## config.mk

```make
export PLATFORM = sky130hd
export DESIGN_NAME = bus_mux_reg
export DESIGN_NICKNAME = d
export VERILOG_FILES = /design/src/rtl/bus_mux_reg.sv
export SDC_FILE = /design/constraint.sdc
export NUM_CORES = 1
export LEC_CHECK = 0
export CAP_MARGIN = 20
export CORE_AREA = 2 2 326 328
export CTS_BUF_LIST = sky130_fd_sc_hd__clkbuf_2
export CTS_CLUSTER_SIZE = 16
export DETAILED_ROUTE_END_ITERATION = 16
export DIE_AREA = 0 0 328 330
export PLACE_DENSITY = 0.4
export SLEW_MARGIN = 15
export SYNTH_ARGS = -nofsm -noshare
export SYNTH_HDL_FRONTEND = slang
export SYNTH_SLANG_ARGS = --single-unit
```

## constraint.sdc

```tcl
create_clock -name clock -period 2.6 [get_ports clock]
set_clock_uncertainty 0.05 [all_clocks]
set_input_delay 0.52 -clock clock [delete_from_list [all_inputs] [get_ports clock]]
set_output_delay 0.52 -clock clock [all_outputs]
set_load 0.05 [all_outputs]
```

## src/rtl/bus_mux_reg.sv

```systemverilog
// Registered one-hot bus multiplexer with bus keeper, multi-driver conflict tracking
// and select/valid report. Optional registered even parity via BUS_MUX_PARITY_EN.
module bus_mux_reg #(
   parameter int WIDTH = 32,
   parameter int NSRC  = 24,
   parameter int SELW  = 5,
   parameter int CNTW  = 8
) (
   input  logic                  clock,
   input  logic                  clear,
   input  logic [NSRC*WIDTH-1:0] src_data,
   input  logic [NSRC-1:0]       src_en,
   input  logic                  hold,
   input  logic                  clr_err,
   output logic [WIDTH-1:0]      bus_out,
   output logic [SELW-1:0]       sel_out,
   output logic                  bus_valid,
   output logic                  conflict_flag,
   output logic [CNTW-1:0]       conflict_cnt,
   output logic                  bus_parity
);

   typedef enum logic [1:0] {
      MODE_LOAD = 2'd0,
      MODE_KEEP = 2'd1,
      MODE_HOLD = 2'd2
   } mode_t;

   // Scanning downward leaves the lowest asserted index as the final answer.
   function automatic logic [SELW-1:0] lowest_index(input logic [NSRC-1:0] en);
      logic [SELW-1:0] idx;
      idx = {SELW{1'b0}};
      for (int i = NSRC - 1; i >= 0; i--) begin
         if (en[i]) begin
            idx = SELW'(i);
         end else begin
            idx = idx;
         end
      end
      return idx;
   endfunction

`ifdef BUS_MUX_PARITY_EN
   function automatic logic even_parity(input logic [WIDTH-1:0] word);
      return ^word;
   endfunction
`endif

   localparam logic [NSRC-1:0] EN_ONE   = {{(NSRC-1){1'b0}}, 1'b1};
   localparam logic [CNTW-1:0] CNT_MAX  = {CNTW{1'b1}};
   localparam logic [CNTW-1:0] CNT_ONE  = {{(CNTW-1){1'b0}}, 1'b1};
   localparam logic [CNTW-1:0] CNT_ZERO = {CNTW{1'b0}};

   logic [NSRC-1:0]  onehot_s;
   logic             any_en_s;
   logic             multi_s;
   logic [SELW-1:0]  sel_s;
   logic [WIDTH-1:0] word_s;
   mode_t            mode_s;

   // Encoder: isolate the lowest enable so conflicts still yield a single winner.
   always_comb begin
      onehot_s = src_en & (~src_en + EN_ONE);
      any_en_s = |src_en;
      multi_s  = |(src_en & (src_en - EN_ONE));
      sel_s    = lowest_index(src_en);
   end

   // AND-OR word select driven by the isolated winner bit.
   always_comb begin
      word_s = {WIDTH{1'b0}};
      for (int i = 0; i < NSRC; i++) begin
         word_s = word_s | (src_data[i*WIDTH +: WIDTH] & {WIDTH{onehot_s[i]}});
      end
   end

   // Per-cycle register mode; hold dominates the enables.
   always_comb begin
      mode_s = MODE_KEEP;
      if (hold) begin
         mode_s = MODE_HOLD;
      end else if (any_en_s) begin
         mode_s = MODE_LOAD;
      end else begin
         mode_s = MODE_KEEP;
      end
   end

   // Bus register, select report and valid flag.
   always_ff @(posedge clock or posedge clear) begin
      if (clear) begin
         bus_out   <= {WIDTH{1'b0}};
         sel_out   <= {SELW{1'b0}};
         bus_valid <= 1'b0;
      end else begin
         case (mode_s)
            MODE_LOAD: begin
               bus_out   <= word_s;
               sel_out   <= sel_s;
               bus_valid <= 1'b1;
            end
            MODE_KEEP: begin
               bus_out   <= bus_out;
               sel_out   <= sel_out;
               bus_valid <= 1'b0;
            end
            MODE_HOLD: begin
               bus_out   <= bus_out;
               sel_out   <= sel_out;
               bus_valid <= bus_valid;
            end
            default: begin
               bus_out   <= bus_out;
               sel_out   <= sel_out;
               bus_valid <= 1'b0;
            end
         endcase
      end
   end

   // Conflict tracking runs regardless of hold; clr_err beats a simultaneous conflict.
   always_ff @(posedge clock or posedge clear) begin
      if (clear) begin
         conflict_flag <= 1'b0;
         conflict_cnt  <= CNT_ZERO;
      end else if (clr_err) begin
         conflict_flag <= 1'b0;
         conflict_cnt  <= CNT_ZERO;
      end else if (multi_s) begin
         conflict_flag <= 1'b1;
         conflict_cnt  <= (conflict_cnt == CNT_MAX) ? CNT_MAX : conflict_cnt + CNT_ONE;
      end else begin
         conflict_flag <= conflict_flag;
         conflict_cnt  <= conflict_cnt;
      end
   end

`ifdef BUS_MUX_PARITY_EN
   // Parity follows bus_out exactly, updating only on a load.
   always_ff @(posedge clock or posedge clear) begin
      if (clear) begin
         bus_parity <= 1'b0;
      end else if (mode_s == MODE_LOAD) begin
         bus_parity <= even_parity(word_s);
      end else begin
         bus_parity <= bus_parity;
      end
   end
`else
   assign bus_parity = 1'b0;
`endif

endmodule

```

==> run metrics, run 1 <==
Filler cells=about 12,000; layout cell share with drive strength beyond 1=17.5%; CTS Root Cell=clkbuf_2; Post-DP HPWL=95,600 um; final net count=around 2,700; Peak VDD IR=between 150 and 200 uV; setup TNS=0 ns; reg2reg path depth=5; vias in the first global route=between 10,000 and 15,000; EDFF count, synth=0; Tot GR Track Use=18.6%; antenna viol nets, final=0; WL/cell=around 32 um; worst-margin pin slew=approximately 1.1 ns; GRT overflow=0; min cycle time layout=2.56 ns; Die Height=330 um; Hold/Removal Path Class=input port to asynchronous set/reset pin; dpl ws=-1.15 ns; Final Cycle Share=a little over nine tenths; max_cap viols=0; Syn Inst Count=928; first-pass GRT wire length=135,000 um; Mean Syn Cell Area=7.69 um2; worst path bufs/invs=4; detailed-route wire length=106,000 um; CTS buffer count=5; CTS Buffer Depth=2; Worst EP required=3.09 ns; Synth cell types=61; Setup crit end kind=register; crit path cell chain=dlygate4sd2_1 -> nor4b_2 -> buf_12 -> a22oi_1 -> buf_4 -> o21ai_0 -> a221o_1 -> a211oi_1 -> buf_4 -> and3_1 -> a31oi_1; htree depth=2; pins over their slew limit=0; largest net degree at the start of global routing=48; Vias/cell=about 4.1; CP arrival=3.05 ns; fin area=19,500 um2; Area Overhead vs Synth=174%; core area=105,000 um2; initial cell density of the core=under 10%; RePlAce Congestion=roughly 0.9; Reg2Reg Setup Slack=0.79 ns; post-synthesis sequential area ratio=16.5%; Synth Warn #=0; DR vias=13,800; die width=between 300 and 400 um; die area=108,000 um2; Setup crit start=src_en[3]; cts hold-fix bufs=0; initial antenna violation count=59; CTS tree=yes; Crit Path Class=input port to register; Critical-path top delay cell=a211oi_1; Syn Nets=1,725; final routed DRC violation total=0; leakage power=about 7 nW; CTS sink count=47; I/O pin count=844; synthesized area=7140 um2; #FFs+latches synth=47; Crit Path Max Fanout=13; Worst Slack Setup Final=0.0386 ns; FMAX=0.390 GHz; Cell Area, Placed=19,300 um2; Synth async-reset ratio=100%; slew margin rel.=25.4%; FP Rows=119; Iter 0 DRT Violations=1,270; biggest cell delay along the critical path=0.53 ns; setup violators final=0; CP most frequent cell=buf_4; DR pass1 iterations=7; critical path's top delay family=compound AO/OA/AOI/OAI gates; Main synth FF type=dfrtp_1; Worst-Skew Late Latency=0.63 ns; reg2reg start=conflict_cnt[0]$_DFFE_PP0P_; Worst-path clk slew=0.30 ns; count of input and output buffers=roughly 840; Startpoint Class=input port; Hold Vio Cnt, Final=0; FF-to-FF End=conflict_cnt[1]$_DFFE_PP0P_; pwr dens=216 nW/um2; outcome=complete, no violations
state kept, by name, indices dropped and copies added (netlist names):
name	count
bus_out	32
bus_valid	1
conflict_cnt	8
conflict_flag	1
sel_out	5
where the power goes:
part	total (mW)	internal, mW	switching, mW
Clock	0.514	0.155	0.358
Combinational	2.85	1.58	1.28
Sequential	0.860	0.802	0.0582
Total	4.23	2.54	1.69
placed cells by master, fill, tap and decap left out, types with 8 or more instances in the layout:
master,instances
a22oi_1,126
a221o_1,27
o31ai_1,19
a21oi_1,29
o22a_1,8
buf_12,43
a22o_1,22
a31oi_1,24
a32oi_1,9
a222oi_1,71
a211oi_1,23
and3_1,10
nand3_1,16
o211ai_1,8
dlygate4sd2_1,45
dfrtp_1,47
nand2_1,75
and4_1,13
a221oi_1,41
diode_2,12
clkdlybuf4s50_1,787
buf_4,222
nor3_1,22
o21ai_0,31
nor2_1,73
through the flow:
stage	utilization, %	instances	hold WS (ns)	power [mW]
6_report	18.7	3331	0.121	4.23
5_1_grt	18.6	3324	0.0499	4.45
4_1_cts	18.5	3313	0.00776	4.32
3_5_place_dp	18.4	3305	0.415	3.77
3_3_place_gp	18.4	3304	0.415	3.78
2_1_floorplan	-	928	0.588	1.57
synth_stat cells, types with 12 or more instances:
library cell  count  area, um2
a211oi_1         30        225
a21oi_1          31        155
a221o_1          27        270
a221oi_1         41        359
a222oi_1         71        711
a22o_1           23        201
a22oi_1         130        976
a31oi_1          24        150
and3_1           12       75.1
and4_1           16        140
buf_2            31        155
buf_4            12       90.1
clkbuf_1         64        240
dfrtp_1          47       1180
nand2_1          78        293
nand3_1          16       80.1
nor2_1           73        274
nor3_1           22        110
o21ai_0          31        155
o31ai_1          19        143
kinds of logic after synthesis:
family	synth area share (%)
flops	16.5
other cells	0.0525
compound gates	55.8
buf+inv	8.48
simple gates	18.9
fa+ha+maj	0.315
routing by layer:
layer	track usage (%)	vias to the layer above	part of all wire (%)	routed length, um
met5	0	-	0.22	230
met4	3.82	38	2.0	2150
met3	4.16	123	8.2	8680
met2	29.2	822	44	47000
met1	25.8	6781	45	48400
li1	-	6002	-	-
layout make-up:
| class | count | area [um2] | share of cell area, % |
|---|---|---|---|
| clock inverters | 2 | 37.5 | 0.192 |
| multi-input cells | 756 | 5560 | 28.5 |
| flip-flops and latches | 47 | 1180 | 6.02 |
| diodes | 12 | 30.0 | 0.154 |
| repair buffers | 1111 | 10900 | 56.0 |
| clock buffers | 5 | 25.0 | 0.128 |
| well taps | 1391 | 1740 | 8.91 |
| inverters | 7 | 26.3 | 0.135 |
timing repair:
action	in CTS	in global routing
setup buffers	2	5
cloned	0	1
resized for setup	56	17
pin swaps	5	7
endpoints found under the setup margin	62	25
worst min-delay path, stage by stage:
cell             delay (ns)
clkdlybuf4s50_1        0.41
inv_2                  0.07
buf_12                 0.26
worst max path at each step:
stage,end,slack (ns),cells past startpoint
floorplan,conflict_cnt[4]$_DFFE_PP0P_,0.009,9
global placement,bus_out[4]$_DFFE_PP0P_,-1.28,11
detailed placement,bus_out[23]$_DFFE_PP0P_,-1.15,11
CTS,sel_out[0],0.0005,1
global route,bus_out[7],-0.001,1
finish,bus_out[15]$_DFFE_PP0P_,0.04,11
Note: power is estimated with default switching activity, not from simulation.
==> run 2, diff against run 1 <==
Settings changed: MAX_ROUTING_LAYER from default to met4.
==> run 2 against run 1 <==
The run now ends with negative setup slack left. First-iteration DRC count fell by 6.4%. Die area unchanged. Critical path depth rose by 1. Design area grew 0.72%. Global-route usage up 0.59 points. Clock-buffer cell count increased by 1. Core utilization grew 0.14 points. Register-to-register slack got worse by 0.02 ns. Highest routed layer is now met4. Wire length is essentially flat. Via count shrank 0.81%. Clock power rose by 4%. Sequential share of layout area about the same.
==> run metrics, run 2 (synthesis gave the netlist of run 1 again) <==
Peak VDD IR=128 uV (-15%); first-pass GRT wire length=134,000 um (-0.40%); Area Overhead vs Synth=176%; vias in the first global route=14,400 (-0.17%); initial antenna violation count=58 (-1.7%); pins over their slew limit=0 (unchanged); I/O pin count=844 (unchanged); Final Cycle Share=105% (+6.6 points); dpl cells=3,305 (unchanged); largest register by flop count=bus_out; RePlAce Congestion=0.899 (+1.9%); reg2reg start=conflict_cnt[0]$_DFFE_PP0P_; die width=328 um (unchanged); commonest non-fill, non-tap cell in the layout=clkdlybuf4s50_1; Crit Path Max Fanout=15 (+2); Worst-path clk slew=0.36 ns (+0.06 ns); FMAX=0.366 GHz (-6.3%); htree depth=2 (unchanged); Cell Area, Placed=19,300 um2 (+0.14%); setup violators final=2 (+2); CTS buffer count=5 (unchanged); GRT overflow=0 (unchanged); fin area=19,700 um2 (+0.72%); Worst Slack Setup Final=-0.134 ns (-0.173 ns); Setup crit end kind=register; DR pass1 iterations=9 (+2); reg2reg path depth=5 (unchanged); Worst-Skew Late Latency=0.63 ns (about the same); max_cap viols=0 (unchanged); count of input and output buffers=842 (unchanged); Tot GR Track Use=19.2% (+0.59 points); CTS sink count=47 (unchanged); CTS tree=yes; leakage power=7.23 nW (+0.68%); Hold Vio Cnt, Final=0 (unchanged); outcome=finished, violations left; core area=105,000 um2 (unchanged); initial cell density of the core=6.82% (unchanged); filler-free cell count of the finished design=3,347 (+0.48%); most frequent cells in the layout=clkdlybuf4s50_1, buf_4, a22oi_1, nand2_1, nor2_1; cts hold-fix bufs=0 (unchanged); layout cell share with drive strength beyond 1=17.9% (+0.38 points); final net count=2,729 (+0.15%); failing checks=negative setup slack; die area=108,000 um2 (unchanged); Setup crit start=src_en[7]; min cycle time layout=2.73 ns (+0.173 ns); Startpoint Class=input port; Setup crit end=bus_out[22]$_DFFE_PP0P_; Hold/Removal Path Class=input port to asynchronous set/reset pin; final routed DRC violation total=0 (unchanged); DR vias=13,700 (-0.81%); CP arrival=3.30 ns (+0.25 ns); largest net degree at the start of global routing=48 (unchanged); detailed-route wire length=107,000 um (about the same); biggest regs=bus_out (32), conflict_cnt (8), sel_out (5); WL/cell=31.8 um (-0.41%); worst-margin pin slew=1.18 ns (+0.0649 ns); RSZ-0062 raised after global routing=no; setup TNS=-0.145 ns (-0.145 ns); slew margin rel.=21.0% (-4.3 points); FP Rows=119 (unchanged); Largest register FFs=32 (unchanged); Iter 0 DRT Violations=1,189 (-6.4%); Reg2Reg Setup Slack=0.77 ns (-0.02 ns); Crit Path Class=input port to register; Tot Pwr=4.22 mW (-0.13%); Worst EP required=3.16 ns (+0.07 ns); CTS Root Cell=clkbuf_2; pwr dens=215 nW/um2 (-0.85%); CTS Buffer Depth=2 (unchanged); Post-DP HPWL=95,100 um (-0.57%); antenna viol nets, final=0 (unchanged); FF-to-FF End=conflict_cnt[1]$_DFFE_PP0P_; Vias/cell=4.08 (-1.3%); Die Height=330 um (unchanged)
## run 2: cell count changes in the layout (fill, tap and decap cells not counted), sizes merged
cell / change
diode: +12
buf: +2
bufbuf: +2
clkbuf: +2
clkdlybuf4s50: -1
clkinvlp: -1
dlygate4sd2: +1
dlymetal6s2s: -1
## run 2: layer usage
layer	part of all wire (%)	global-route usage, %	vias up	wire [um]
li1	-	-	6032	-
met1	46	25.6	6775	49300
met2	46	30.2	783	48600
met3	6.7	3.73	64	7140
met4	1.4	3.32	0	1530
met5	0	-	-	0
## run 2: area by class of cell
| type | instances | area [um2] |
|---|---|---|
| Clock buffer | 6 | 30.0 |
| Fill cell | 11600 | 85000 |
| Antenna cell | 24 | 60.1 |
| Tap cell | 1391 | 1740 |
| Clock inverter | 1 | 30.0 |
| Inverter | 7 | 26.3 |
| Timing Repair Buffer | 1115 | 11000 |
| Sequential cell | 47 | 1180 |
| Multi-Input combinational cell | 756 | 5580 |
## run 2: report_power, final
part | internal [mW] | leakage (nW) | switching [mW]
combinational | 1.57 | 6.63 | 1.26
sequential | 0.802 | 0.563 | 0.0558
clock | 0.160 | 0.0392 | 0.374
## run 2: timing repair
| item | 4_1_cts | 5_1_grt |
|---|---|---|
| setup buffers | 6 | 2 |
| pin swaps | 8 | 7 |
| gates resized for setup | 78 | 7 |
| endpoints found under the setup margin | 66 | 16 |
| gates cloned | 2 | 0 |
## run 2: worst min-delay path by stage
stage,from,endpoint,depth (start not counted),slack [ns]
final,clear,bus_valid$_DFFE_PP0P_,3,0.12
after global routing,clear,conflict_cnt[1]$_DFFE_PP0P_,3,0.05
after CTS,clear,bus_valid$_DFFE_PP0P_,3,0.006
after detailed placement,bus_valid$_DFFE_PP0P_,bus_valid$_DFFE_PP0P_,2,0.42
after global placement,sel_out[3]$_DFFE_PP0P_,sel_out[3]$_DFFE_PP0P_,2,0.41
after floorplan,hold,bus_valid$_DFFE_PP0P_,2,0.59
## run 2: through the flow
| step | hold WS (ns) | setup WS (ns) | utilization (%) |
|---|---|---|---|
| floorplan | 0.588 | 0.00937 | - |
| global placement | 0.410 | -1.42 | 18.5 |
| detailed placement | 0.420 | -1.34 | 18.5 |
| CTS | 0.00560 | -0.0433 | 18.7 |
| global route | 0.0470 | 0.00246 | 18.8 |
| finish | 0.120 | -0.134 | 18.8 |
## run 2: worst max-delay path: stages
cell and delay, ns:
dlygate4sd2_1 0.26, buf_6 0.14, nor2b_4 0.13, buf_12 0.15, buf_4 0.16, a221oi_1 0.36, o31ai_1 0.15, buf_4 0.18
a22o_1 0.29, a221oi_2 0.58, and3_1 0.26, a31oi_1 0.09
==> run 3, diff against run 2 <==
Settings changed: CTS_CLUSTER_DIAMETER from default to 100.
==> results of run 3 <==
Same layout as run 2: the final DEF is identical, and so are final timing and power.
